File: config.mk
export PLATFORM = sky130hd
export DESIGN_NAME = kernel_seq_ctrl
export DESIGN_NICKNAME = d
export VERILOG_FILES = /design/src/rtl/kernel_seq_ctrl.sv
export SDC_FILE = /design/constraint.sdc
export NUM_CORES = 1
export LEC_CHECK = 0
export ABC_CLOCK_PERIOD_IN_PS = 5000
export CORE_MARGIN = 1
export CORE_UTILIZATION = 56
export CTS_CLUSTER_SIZE = 12
export DETAILED_ROUTE_END_ITERATION = 12
export GPL_TIMING_DRIVEN = 0
export PLACE_DENSITY = 0.86
export SYNTH_ARGS = -nofsm -noshare
export SYNTH_HDL_FRONTEND = slang
export SYNTH_SLANG_ARGS = --single-unit
export TNS_END_PERCENT = 20
File: constraint.sdc
create_clock -name i_clk -period 5 [get_ports i_clk]
set_input_delay 0.5 -clock i_clk [delete_from_list [all_inputs] [get_ports i_clk]]
set_output_delay 0.5 -clock i_clk [all_outputs]
set_load 0.02 [all_outputs]
File: src/rtl/kernel_seq_ctrl.sv
// Kernel weight register file sequencer: LOAD writes N weights, RUN replays N taps for P passes.
// Starts take effect the cycle after sampling; one write or tap per cycle; w_valid gaps and tap_ready stall in place.
module kernel_seq_ctrl #(
    parameter int KERNEL_REG_SIZE   = 64,
    parameter int KERNEL_ADDR_WIDTH = 6,
    parameter int WEIGHT_WIDTH      = 8,
    parameter int PASS_WIDTH        = 16
) (
    input  logic                         i_clk,
    input  logic                         i_rst,
    input  logic [KERNEL_ADDR_WIDTH:0]   cfg_num_taps,
    input  logic [PASS_WIDTH-1:0]        cfg_num_passes,
    input  logic                         load_start,
    input  logic                         run_start,
    input  logic                         w_valid,
    output logic                         w_ready,
    input  logic [WEIGHT_WIDTH-1:0]      w_data,
    output logic                         kr_wr_en,
    output logic [KERNEL_ADDR_WIDTH-1:0] kr_wr_addr,
    output logic [WEIGHT_WIDTH-1:0]      kr_wr_data,
    output logic [KERNEL_ADDR_WIDTH-1:0] kr_rd_addr,
    output logic                         tap_valid,
    input  logic                         tap_ready,
    output logic                         tap_first,
    output logic                         tap_last,
    output logic                         busy,
    output logic                         done,
    output logic                         err
);

    localparam int NW = KERNEL_ADDR_WIDTH + 1;
    localparam logic [NW-1:0]         LP_SIZE = NW'(KERNEL_REG_SIZE);
    localparam logic [NW-1:0]         LP_N1   = NW'(1);
    localparam logic [PASS_WIDTH-1:0] LP_P1   = PASS_WIDTH'(1);

    typedef enum logic [1:0] {S_IDLE, S_LOAD, S_RUN, S_DONE} state_t;

    state_t                       r_state, w_next;
    logic [NW-1:0]                r_n, r_loaded_n;
    logic [PASS_WIDTH-1:0]        r_p, r_pass_cnt;
    logic [KERNEL_ADDR_WIDTH-1:0] r_wr_idx, r_rd_idx;
    logic                         r_loaded, r_err;

    logic w_idle, w_n_bad, w_run_bad, w_acc_load, w_acc_run, w_reject;
    logic w_wr_hs, w_wr_last, w_rd_hs, w_rd_last, w_pass_last;

    assign w_idle     = (r_state == S_IDLE);
    assign w_n_bad    = (cfg_num_taps == '0) || (cfg_num_taps > LP_SIZE);
    assign w_run_bad  = !r_loaded || (cfg_num_passes == '0) || (cfg_num_taps > r_loaded_n);
    // load_start has priority, so a bad load is rejected even if the run alone would be legal
    assign w_acc_load = w_idle && load_start && !w_n_bad;
    assign w_acc_run  = w_idle && !load_start && run_start && !w_n_bad && !w_run_bad;
    assign w_reject   = w_idle && (load_start || run_start) && !w_acc_load && !w_acc_run;

    assign w_wr_hs     = (r_state == S_LOAD) && w_valid;
    assign w_wr_last   = ({1'b0, r_wr_idx} == (r_n - LP_N1));
    assign w_rd_hs     = (r_state == S_RUN) && tap_ready;
    assign w_rd_last   = ({1'b0, r_rd_idx} == (r_n - LP_N1));
    assign w_pass_last = (r_pass_cnt == (r_p - LP_P1));

    always_comb begin
        w_next = r_state;
        case (r_state)
            S_IDLE: begin
                if (w_acc_load)     w_next = S_LOAD;
                else if (w_acc_run) w_next = S_RUN;
            end
            S_LOAD:  if (w_wr_hs && w_wr_last) w_next = S_DONE;
            S_RUN:   if (w_rd_hs && w_rd_last && w_pass_last) w_next = S_DONE;
            S_DONE:  w_next = S_IDLE;
            default: w_next = S_IDLE;
        endcase
    end

    always_ff @(posedge i_clk or posedge i_rst) begin
        if (i_rst) begin
            r_state    <= S_IDLE;
            r_n        <= '0;
            r_p        <= '0;
            r_loaded_n <= '0;
            r_pass_cnt <= '0;
            r_wr_idx   <= '0;
            r_rd_idx   <= '0;
            r_loaded   <= 1'b0;
            r_err      <= 1'b0;
        end else begin
            r_state <= w_next;
            r_err   <= w_reject;
            if (w_acc_load || w_acc_run) begin
                r_n        <= cfg_num_taps;
                r_p        <= cfg_num_passes;
                r_wr_idx   <= '0;
                r_rd_idx   <= '0;
                r_pass_cnt <= '0;
            end
            if (w_acc_load) r_loaded <= 1'b0;
            if (w_wr_hs) begin
                r_wr_idx <= r_wr_idx + 1'b1;
                if (w_wr_last) begin
                    r_loaded   <= 1'b1;
                    r_loaded_n <= r_n;
                end
            end
            if (w_rd_hs) begin
                if (w_rd_last) begin
                    r_rd_idx   <= '0;
                    r_pass_cnt <= r_pass_cnt + 1'b1;
                end else begin
                    r_rd_idx <= r_rd_idx + 1'b1;
                end
            end
        end
    end

    assign w_ready    = (r_state == S_LOAD);
    assign kr_wr_en   = w_wr_hs;
    assign kr_wr_addr = r_wr_idx;
    assign kr_wr_data = w_ready ? w_data : '0;
    assign kr_rd_addr = r_rd_idx;
    assign tap_valid  = (r_state == S_RUN);
    assign tap_first  = tap_valid && (r_rd_idx == '0);
    assign tap_last   = tap_valid && w_rd_last;
    assign busy       = !w_idle;
    assign done       = (r_state == S_DONE);
    assign err        = r_err;

endmodule

==> metrics <==
total power=approximately 1.4 mW; total gr overflow=0; H-tree depth=3; Worst EP arrival=approximately 3.1 ns; Vert. Die Dim=between 80 and 90 um; setup bufs post-CTS=0; syn avg cell area=9.354 sq um; HPWL after DPL=~8100 um; TritonCTS clock tree=done; Clock Path Buffers=2; routed via count=between 3000 and 4000; Fin. Hold Viols=0; Clk Latency, worst-skew pair=0.36 ns; WHS=about 0.5 ns; CP Data Required Time=between 4 and 5 ns; clock slew at reported path FFs=roughly 0.070 ns; final net count=between 500 and 600; Sink Count=62; core area=slightly above 7000 sq um; pin count of the biggest net entering global routing=35; Post-Syn Nets=500; Slew Limit Fails=0; status=finished, final reports clean; main area contributors after synthesis=dfrtp_1 37%, ha_1 5.4%, mux2_1 4.9%, xor2_1 4.2%, nand2_1 3.0%; total negative slack=0 ns; ant diodes=0; GRT Total Usage=30.83%; Pleak=roughly 2.4 nW; Final Worst Setup Slack=1.416 ns; Yosys top cell area share=approximately 37%; Post-CTS Resized=0; P&R area growth vs syn=24.47%; gr busiest metal=met2; Max Clk Rate=~0.28 GHz; Die X=88.22 um; DRC=0; #FFs+latches synth=62; vias in the first global route=approximately 3800; Setup WS pre-CTS=1.560 ns; Peak VDD IR=between 0.2 and 0.3 mV; WS Path Type=flip-flop to output port; fin cells=625; post-synthesis cell count=approximately 450; cell area after synthesis=around 4200 sq um; number of top-level pins=65; Crit path max-delay family=buffers and inverters; WP buf/inv=2; grt met1 use=35.88%; RSZ-0062 raised after global routing=no; Antenna Violating Nets Remaining=0; Hold-fix buffers, CTS=0; post-placement cell count=about 610; die footprint=7782 sq um; CTS buffer count=9; Synth async-reset ratio=100.0%; Main synth FF type=dfrtp_1; vias per inst=between 6 and 7; number of distinct library cells after synthesis=67; CP max FO=7; Largest stage delay, worst path=between 0.6 and 0.7 ns; Critical Path Sink Type=output port; first-pass GRT wire length=18290 um; drt first pass iters=5; Initial Util=around 58%; GRT met2 Usage=roughly 55%; WL final=approximately 11000 um; layout cells sized above 1=roughly 8.4%; Slew headroom=between 50 and 60%; placed inst area=~4900 sq um; number of DRC markers in iteration 0=~210; Routed WL per cell=between 15 and 20 um; number of synthesized flops with an enable pin=0; CP cell instances=inv_1 > ha_1 > or3b_1 > o31ai_2 > o2111a_2 > nand3_1 > nor2_1 > clkdlybuf4s50_1; final core occ=between 70% and 80%; port bufs=64; Hold Path Class=flip-flop to flip-flop; Synth Warn #=0; area leader, netlist=dfrtp_1; top cells by count, synth=62 x dfrtp_1, 33 x nand2_1, 27 x inv_1; Clock Skews=roughly 0.0098 ns; met3 GRT Util=a little over 5%; Worst setup SP type=flip-flop; Power Density=between 200 and 300 nW/um^2; worst-margin pin slew=around 0.75 ns; register area share after synthesis=a little under two fifths; # setup viols final=0; Cell Rows=31; most frequent cell after synthesis=dfrtp_1; initial antenna violation count=0; Finished Cell Area=5181 sq um; final worst-path cycle share=71.68%; slowest CP cell=clkdlybuf4s50_1; CTS root buffer=clkbuf_8; # Max-Cap Violations=0; Worst R2R Setup Slack=1.85 ns; post-layout minimum cycle time=3.584 ns; GPL Wtd Cong=0.8730
## flip-flops by register name, summed over array words and instances, names as in the netlist
name	cells
err	1
r_loaded_n	7
kr_wr_addr	6
kr_rd_addr	6
r_loaded	1
r_pass_cnt	16
r_p	16
r_n	7
r_state	2
## cell families after synthesis
kind of cell               synth area share [%]
AOI/OAI and AO/OA                         16.41
xor gates and xnor gates                  7.484
adders and majority gates                 5.410
buffers and inverters                     4.899
DFF                                       37.27
muxes                                     6.402
and+or+nand+nor                           22.12
## final cells by class
cell class                      count  area (sq um)
Fill cell                         558          2033
Buffer                             20         98.84
Sequential cell                    62          1551
Inverter                           28         105.1
Clock buffer                       13         168.9
Timing Repair Buffer               65         660.6
Clock inverter                      3         65.06
Multi-Input combinational cell    335          2407
Tap cell                           99         123.9
## layout by cell type (no fill, tap or decap), types with 8 or more instances in the layout
master,count
nand2_1,33
dfrtp_1,62
nor3_1,10
clkdlybuf4s50_1,64
xor2_1,20
nor4_1,9
nand3_1,19
and3_1,12
mux2_1,18
inv_1,26
ha_1,18
o31ai_1,10
a21oi_1,8
o21ai_0,23
and2_1,11
o211ai_1,8
clkbuf_1,12
nor2_1,22
xnor2_1,13
nand4_1,9
clkbuf_8,12
## worst paths after layout
| path | cells past startpoint | from | endpoint |
|---|---|---|---|
| worst max register to register | 11 | r_state[1] | r_state[0] |
| worst min-delay path | 1 | r_loaded | r_loaded |
| min in group asynchronous | 2 | i_rst | r_loaded_n[5] |
| worst min register to register | 1 | r_loaded | r_loaded |
| max in group asynchronous | 3 | i_rst | r_p[7] |
| worst max-delay path | 8 | r_n[0] | tap_last |
## where the power goes
| part | internal, mW | leakage [nW] | switching (mW) | total, mW |
|---|---|---|---|---|
| combinational | 0.132 | 1.47 | 0.139 | 0.270 |
| clock | 0.321 | 0.120 | 0.209 | 0.530 |
| sequential | 0.524 | 0.785 | 0.0326 | 0.556 |
| total | 0.976 | 2.37 | 0.380 | 1.36 |
## layer usage
metal | wire length, um | vias up
met1 | 4487 | 1896
met2 | 5633 | 142
met5 | 0 | -
li1 | - | 1782
met3 | 562 | 31
met4 | 337 | 0
Power figures use the tool's default switching activity.
==> variant 1: new RTL, same flow settings <==
Change the parameter `WEIGHT_WIDTH` from 8 to 12.
--- a/src/rtl/kernel_seq_ctrl.sv
+++ b/src/rtl/kernel_seq_ctrl.sv
@@ -3,7 +3,7 @@
 module kernel_seq_ctrl #(
     parameter int KERNEL_REG_SIZE   = 64,
     parameter int KERNEL_ADDR_WIDTH = 6,
-    parameter int WEIGHT_WIDTH      = 8,
+    parameter int WEIGHT_WIDTH      = 12,
     parameter int PASS_WIDTH        = 16
 ) (
     input  logic                         i_clk,
Ports: changed (resized kr_wr_data and w_data); port bits go from 65 to 73. The function was not compared with the original's and may differ.
==> variant 1 against the original RTL <==
Sequential cell count is the same; synthesized area shrank 0.78%; routed wire length down 4.7%; fmax shrank 5.4%; clock skew decreased by 3.1 ps; via count fell by 2.8%; power shrank 6.0%; global-route usage fell by 1.4 points; count of clock-buffer cells in the layout unchanged; cell area down 0.31%; sequential share of layout area increased by 0.094 points; setup slack lost 200 ps; critical endpoint unchanged; largest cell class unchanged.
==> variant 1: results (changes against the original RTL) <==
The placed cell count came out at 601 (-1.3%). The total placed instance area is 0.00499 sq mm (+0.89%). The synthesized area per cell came out at 9.56 sq um (+2.2%).

The wire length per cell is 17.1 microns (-3.1%). The cell family contributing the most delay on the critical path is simple AND/OR/NAND/NOR gates. The startpoint identified for the worst register-to-register timing path is r_n[0]$_DFFE_PP0P_. The clock latency at the later pin of the worst-skew pair came out at 350 ps. The area share of xor/xnor cells in the synthesized design is 0.0848 (+0.00998). The compound-gate portion of the synthesized area came out at 0.132 (-0.0320). The detailed-route vias per instance came to 6.09 (-1.2%). The tree is rooted in a sky130_fd_sc_hd__clkbuf_8. The final-stage net count was 575 (-0.17%). The sum of net half-perimeters after detailed placement came to 7700 microns (-5.4%). The number of filler cells placed in the layout came out at 494 (-11%).

The first-pass iteration count of the detailed router is 7 (+2). The number of port buffers is 72 (+13%). The worst slew margin relative to its limit came out at 0.242 (-0.260). The critical path data arrival time is 3290 ps (+210 ps).

The starting DRC count in detailed routing came out at 241 (+18%). The reg-to-reg setup timing slack came out at 1560 ps (-290 ps). The global-route total usage across every layer came out at 0.294 (-0.0145). The distinct cell type count after synthesis came out at 65 (-3.0%).

The number of global-route vias before repair came out at 3707 (-3.3%). The count of cells along the worst register-to-register path was 9 (-2). The wire length of the first global-routing pass came out at 17100 microns (-6.3%). The net count after synthesis is 491 (-1.8%). The tightest min-delay check is of the reg2reg type.

The number of max-slew violations in the final report is 0 (unchanged). By area the synthesized netlist is led by sky130_fd_sc_hd__dfrtp_1 38%, sky130_fd_sc_hd__ha_1 5.5%, sky130_fd_sc_hd__xnor2_1 4.9%. The clock network power is 404 uW (-24%). The global placer's final weighted congestion came out at 0.919 (+5.3%). The part of the total power dissipated in combinational logic came out at 0.241 (+0.042).

The leakage power came out at 0.00234 uW (-1.3%). By count the netlist is led by 62 x sky130_fd_sc_hd__dfrtp_1, 37 x sky130_fd_sc_hd__nand2_1, 32 x sky130_fd_sc_hd__o21ai_0. The worst vdd rail ir drop came out at 0.185 mV (-36%). The hold slack came to 485 ps (-20.2 ps). The largest stage delay on the critical path is 600 ps (-20 ps). The area share of fa/ha/maj cells after synthesis came out at 0.0545 (+0.000426).

The portion of netlist area occupied by mux cells was 0.0872 (+0.0232). The run finished with clean final reports. The register clock-pin slew on the reported worst setup and hold paths is 60 ps.

The post-place setup slack was 1660 ps (+95.9 ps). In the final layout, the registers with the most flip-flops are r_p (16), r_pass_cnt (16). The maximum number of pins on one net before global-route repair is 35 (unchanged). The number of antenna cells inserted is 0 (unchanged). The peak fanout along the critical path came to 5 (-2). The cell area power density came out at 247 mW/mm^2 (-5.7%).

The overall routed net length came out at 10500 microns (-4.7%). The switching fraction of total power is 0.302 (+0.0223). The post-synthesis sequential area ratio came out at 0.376 (+0.00294). The slowest cell on the critical path is sky130_fd_sc_hd__clkdlybuf4s50_1. The worst clock skew on the final layout is 6.73 ps (-3.10 ps). The fraction of final layout cells sized beyond drive strength 1 is 0.0944 (+0.0108). The deepest level of the CTS H-tree came out at 3 (unchanged). The launch point of the worst hold path is r_loaded$_DFF_PP0_.
-- variant 1: kinds of logic (layout without fill, tap and decap cells) --
logic type | Yosys count | in the layout
adder cells (fa/ha/maj) | 18 | 18
XOR/XNOR | 40 | 40
multiplexers | 30 | 30
AND/OR/NAND/NOR | 163 | 163
buffers and inverters | 41 | 128
flip-flops | 62 | 62
AO/OA/AOI/OAI | 78 | 78
-- variant 1: cell type report --
type / instances / area [sq um] / area share
Timing Repair Buffer: 73 / 741 / 0.143
Buffer: 19 / 111 / 0.0216
Clock buffer: 13 / 169 / 0.0327
Sequential cell: 62 / 1550 / 0.300
Inverter: 22 / 82.6 / 0.0160
Tap cell: 96 / 120 / 0.0233
Clock inverter: 1 / 5.00 / 0.000969
Multi-Input combinational cell: 329 / 2380 / 0.462
-- variant 1: worst max path at each step --
| stage | cells after the start | start | slack (ps) | end |
|---|---|---|---|---|
| 2_1_floorplan | 9 | r_n[0]$_DFFE_PP0P_ | 2230 | r_state[0]$_DFFE_PP0P_ |
| 3_3_place_gp | 8 | r_n[0]$_DFFE_PP0P_ | 1690 | tap_last |
| 3_5_place_dp | 10 | cfg_num_taps[5] | 1660 | r_p[9]$_DFFE_PP0P_ |
| 4_1_cts | 8 | r_n[0]$_DFFE_PP0P_ | 1260 | tap_last |
| 5_1_grt | 8 | r_n[0]$_DFFE_PP0P_ | 1080 | tap_last |
| 6_report | 8 | r_n[0]$_DFFE_PP0P_ | 1210 | tap_last |
-- variant 1: metal layers --
metal	part of all wire	vias to the layer above	wire (microns)	track usage
met3	0.075	29	791	0.0679
met2	0.47	196	4930	0.470
met5	0	-	0	0
li1	-	1713	-	-
met1	0.43	1807	4480	0.377
met4	0.029	0	303	0.140
==> variant 2: new RTL, same flow settings <==
Made on the original files. Put one more register stage on the output `err`, without a reset. The value now appears one clock later. The other outputs are not delayed to match.
--- a/src/rtl/kernel_seq_ctrl.sv
+++ b/src/rtl/kernel_seq_ctrl.sv
@@ -122,7 +122,9 @@
     assign tap_last   = tap_valid && w_rd_last;
     assign busy       = !w_idle;
     assign done       = (r_state == S_DONE);
-    assign err        = r_err;
+    always_ff @(posedge i_clk) begin
+        err <= r_err;
+    end
 
 endmodule
 
Formal check against the unedited RTL: not equivalent (a bounded check fails within 4 cycles, from zero or initial values and one cycle with i_rst high).
==> variant 2 against the original RTL <==
Sequential power rose by 1%; sequential share of layout area is 0.35 points higher; routed wire length increased by 0.13%; cell area up 0.12%; synthesized area rose by 0.48%; via count down 0.60%; die area up 0.48%; power decreased by 2.8%; sequential cell count increased by 1; setup slack lost 1.4 ps; critical path type unchanged; largest power group unchanged.
==> variant 2: results (changes against the original RTL) <==
The net count after synthesis is 501 (+0.20%). The final-layout non-clock buffer area share is 0.146 (-0.000177). The synthesized area per cell came out at 9.38 sq um (+0.26%). The total placed instance area is 0.00497 sq mm (+0.40%). The post-place setup slack is 1460 ps (-103 ps). The fraction of final layout cells sized beyond drive strength 1 is 0.0835 (-0.000159). The die boundary width came out at 88.4 microns (+0.24%). The worst vdd rail ir drop was 0.219 mV (-24%).

The number of ordinary inverters in the final layout came out at 28 (unchanged). The sum of net half-perimeters after detailed placement is 8150 microns (+0.21%). The distinct cell type count after synthesis is 68 (+1.5%).

Yosys attributes the largest share of cell area to sky130_fd_sc_hd__dfrtp_1 37%, sky130_fd_sc_hd__ha_1 5.4%, sky130_fd_sc_hd__mux2_1 4.8%. The number of ordinary and repair buffers in the finished layout is 85 (unchanged). The critical path data arrival time is 3090 ps (about the same). The global placer's final weighted congestion is 0.938 (+7.5%).

Among cell families on the critical path, the largest total delay comes from buffers and inverters. The number of filler cells placed in the layout is 552 (-1.1%). The run finished with clean final reports. The count of clock-net buffers in the final layout is 14 (+1). The share of final layout cell area taken by clock buffers and inverters is 0.0425 (-0.00271). The global-route total usage across every layer was 0.304 (-0.00391). The area occupied by registers was 0.00157 sq mm (+1.3%). The leakage power is 0.00237 uW (-0.11%). The wire length per cell is 17.6 microns (about the same).

The final-stage net count came out at 577 (+0.17%). The via total after detailed routing is 3828 (-0.60%). The starting DRC count in detailed routing is 164 (-20%). The maximum number of pins on one net before global-route repair is 43 (+23%).

The wire length of the first global-routing pass was 18000 microns (-1.5%). The fraction of synthesis flops using an asynchronous set or reset pin came out at 0.984 (-0.0159). The placed cell count came to 610 (+0.16%). The overall routed net length came out at 11000 microns (+0.13%). The relative area change from synthesis to final layout is 24.0%.

The number of global-route vias before repair came to 3869 (+0.97%). The worst clock skew on the final layout came out at 10.7 ps (+0.832 ps). The slew at the pin with the worst max-slew slack is 616 ps (-130 ps). The post-synthesis sequential area ratio is 0.376 (+0.00300). The TritonCTS sink count came to 63 (+1.6%).
==> variant 2: report_power, final <==
| part | leakage (uW) | total (uW) | switching [uW] | internal [uW] |
|---|---|---|---|---|
| clock | 0.000109 | 489 | 204 | 285 |
| sequential | 0.000793 | 564 | 32.7 | 532 |
| combinational | 0.00147 | 265 | 134 | 131 |
| total | 0.00237 | 1320 | 370 | 948 |
==> variant 2: cells by family after synthesis <==
logic type / share of synthesized area
AND/OR/NAND/NOR: 0.220
multiplexers: 0.0637
flip-flops: 0.376
XOR/XNOR: 0.0745
buffers and inverters: 0.0488
adder cells (fa/ha/maj): 0.0538
AO/OA/AOI/OAI: 0.163
==> variant 2: routing by layer <==
layer,share of wire,track usage,routed length [microns]
met5,0,0,0
met4,0.032,0.141,350
met3,0.057,0.0532,626
met2,0.51,0.555,5650
met1,0.40,0.346,4400
==> variant 2: worst reg2reg max path, delay by kind of cell (launching register included) <==
kind | cells | cell delay [ps]
AO/OA/AOI/OAI | 2 | 370
multiplexers | 1 | 350
buffers and inverters | 3 | 730
AND/OR/NAND/NOR | 4 | 1040
adder cells (fa/ha/maj) | 1 | 180
flip-flops | 1 | 410
==> variant 2: worst paths after layout <==
| kind | slack [ps] | to | cells past startpoint | startpoint |
|---|---|---|---|---|
| setup / recovery | 1410 | tap_last | 8 | r_n[0]$_DFFE_PP0P_ |
| hold / removal | 350 | err$_DFF_P_ | 0 | r_err$_DFF_PP0_ |
| setup reg to reg | 1840 | r_state[0]$_DFFE_PP0P_ | 11 | r_state[1]$_DFFE_PP0P_ |
| hold reg to reg | 350 | err$_DFF_P_ | 0 | r_err$_DFF_PP0_ |
| max in group asynchronous | 3930 | r_state[1]$_DFFE_PP0P_ | 3 | i_rst |
| min in group asynchronous | 480 | r_loaded_n[4]$_DFFE_PP0P_ | 2 | i_rst |
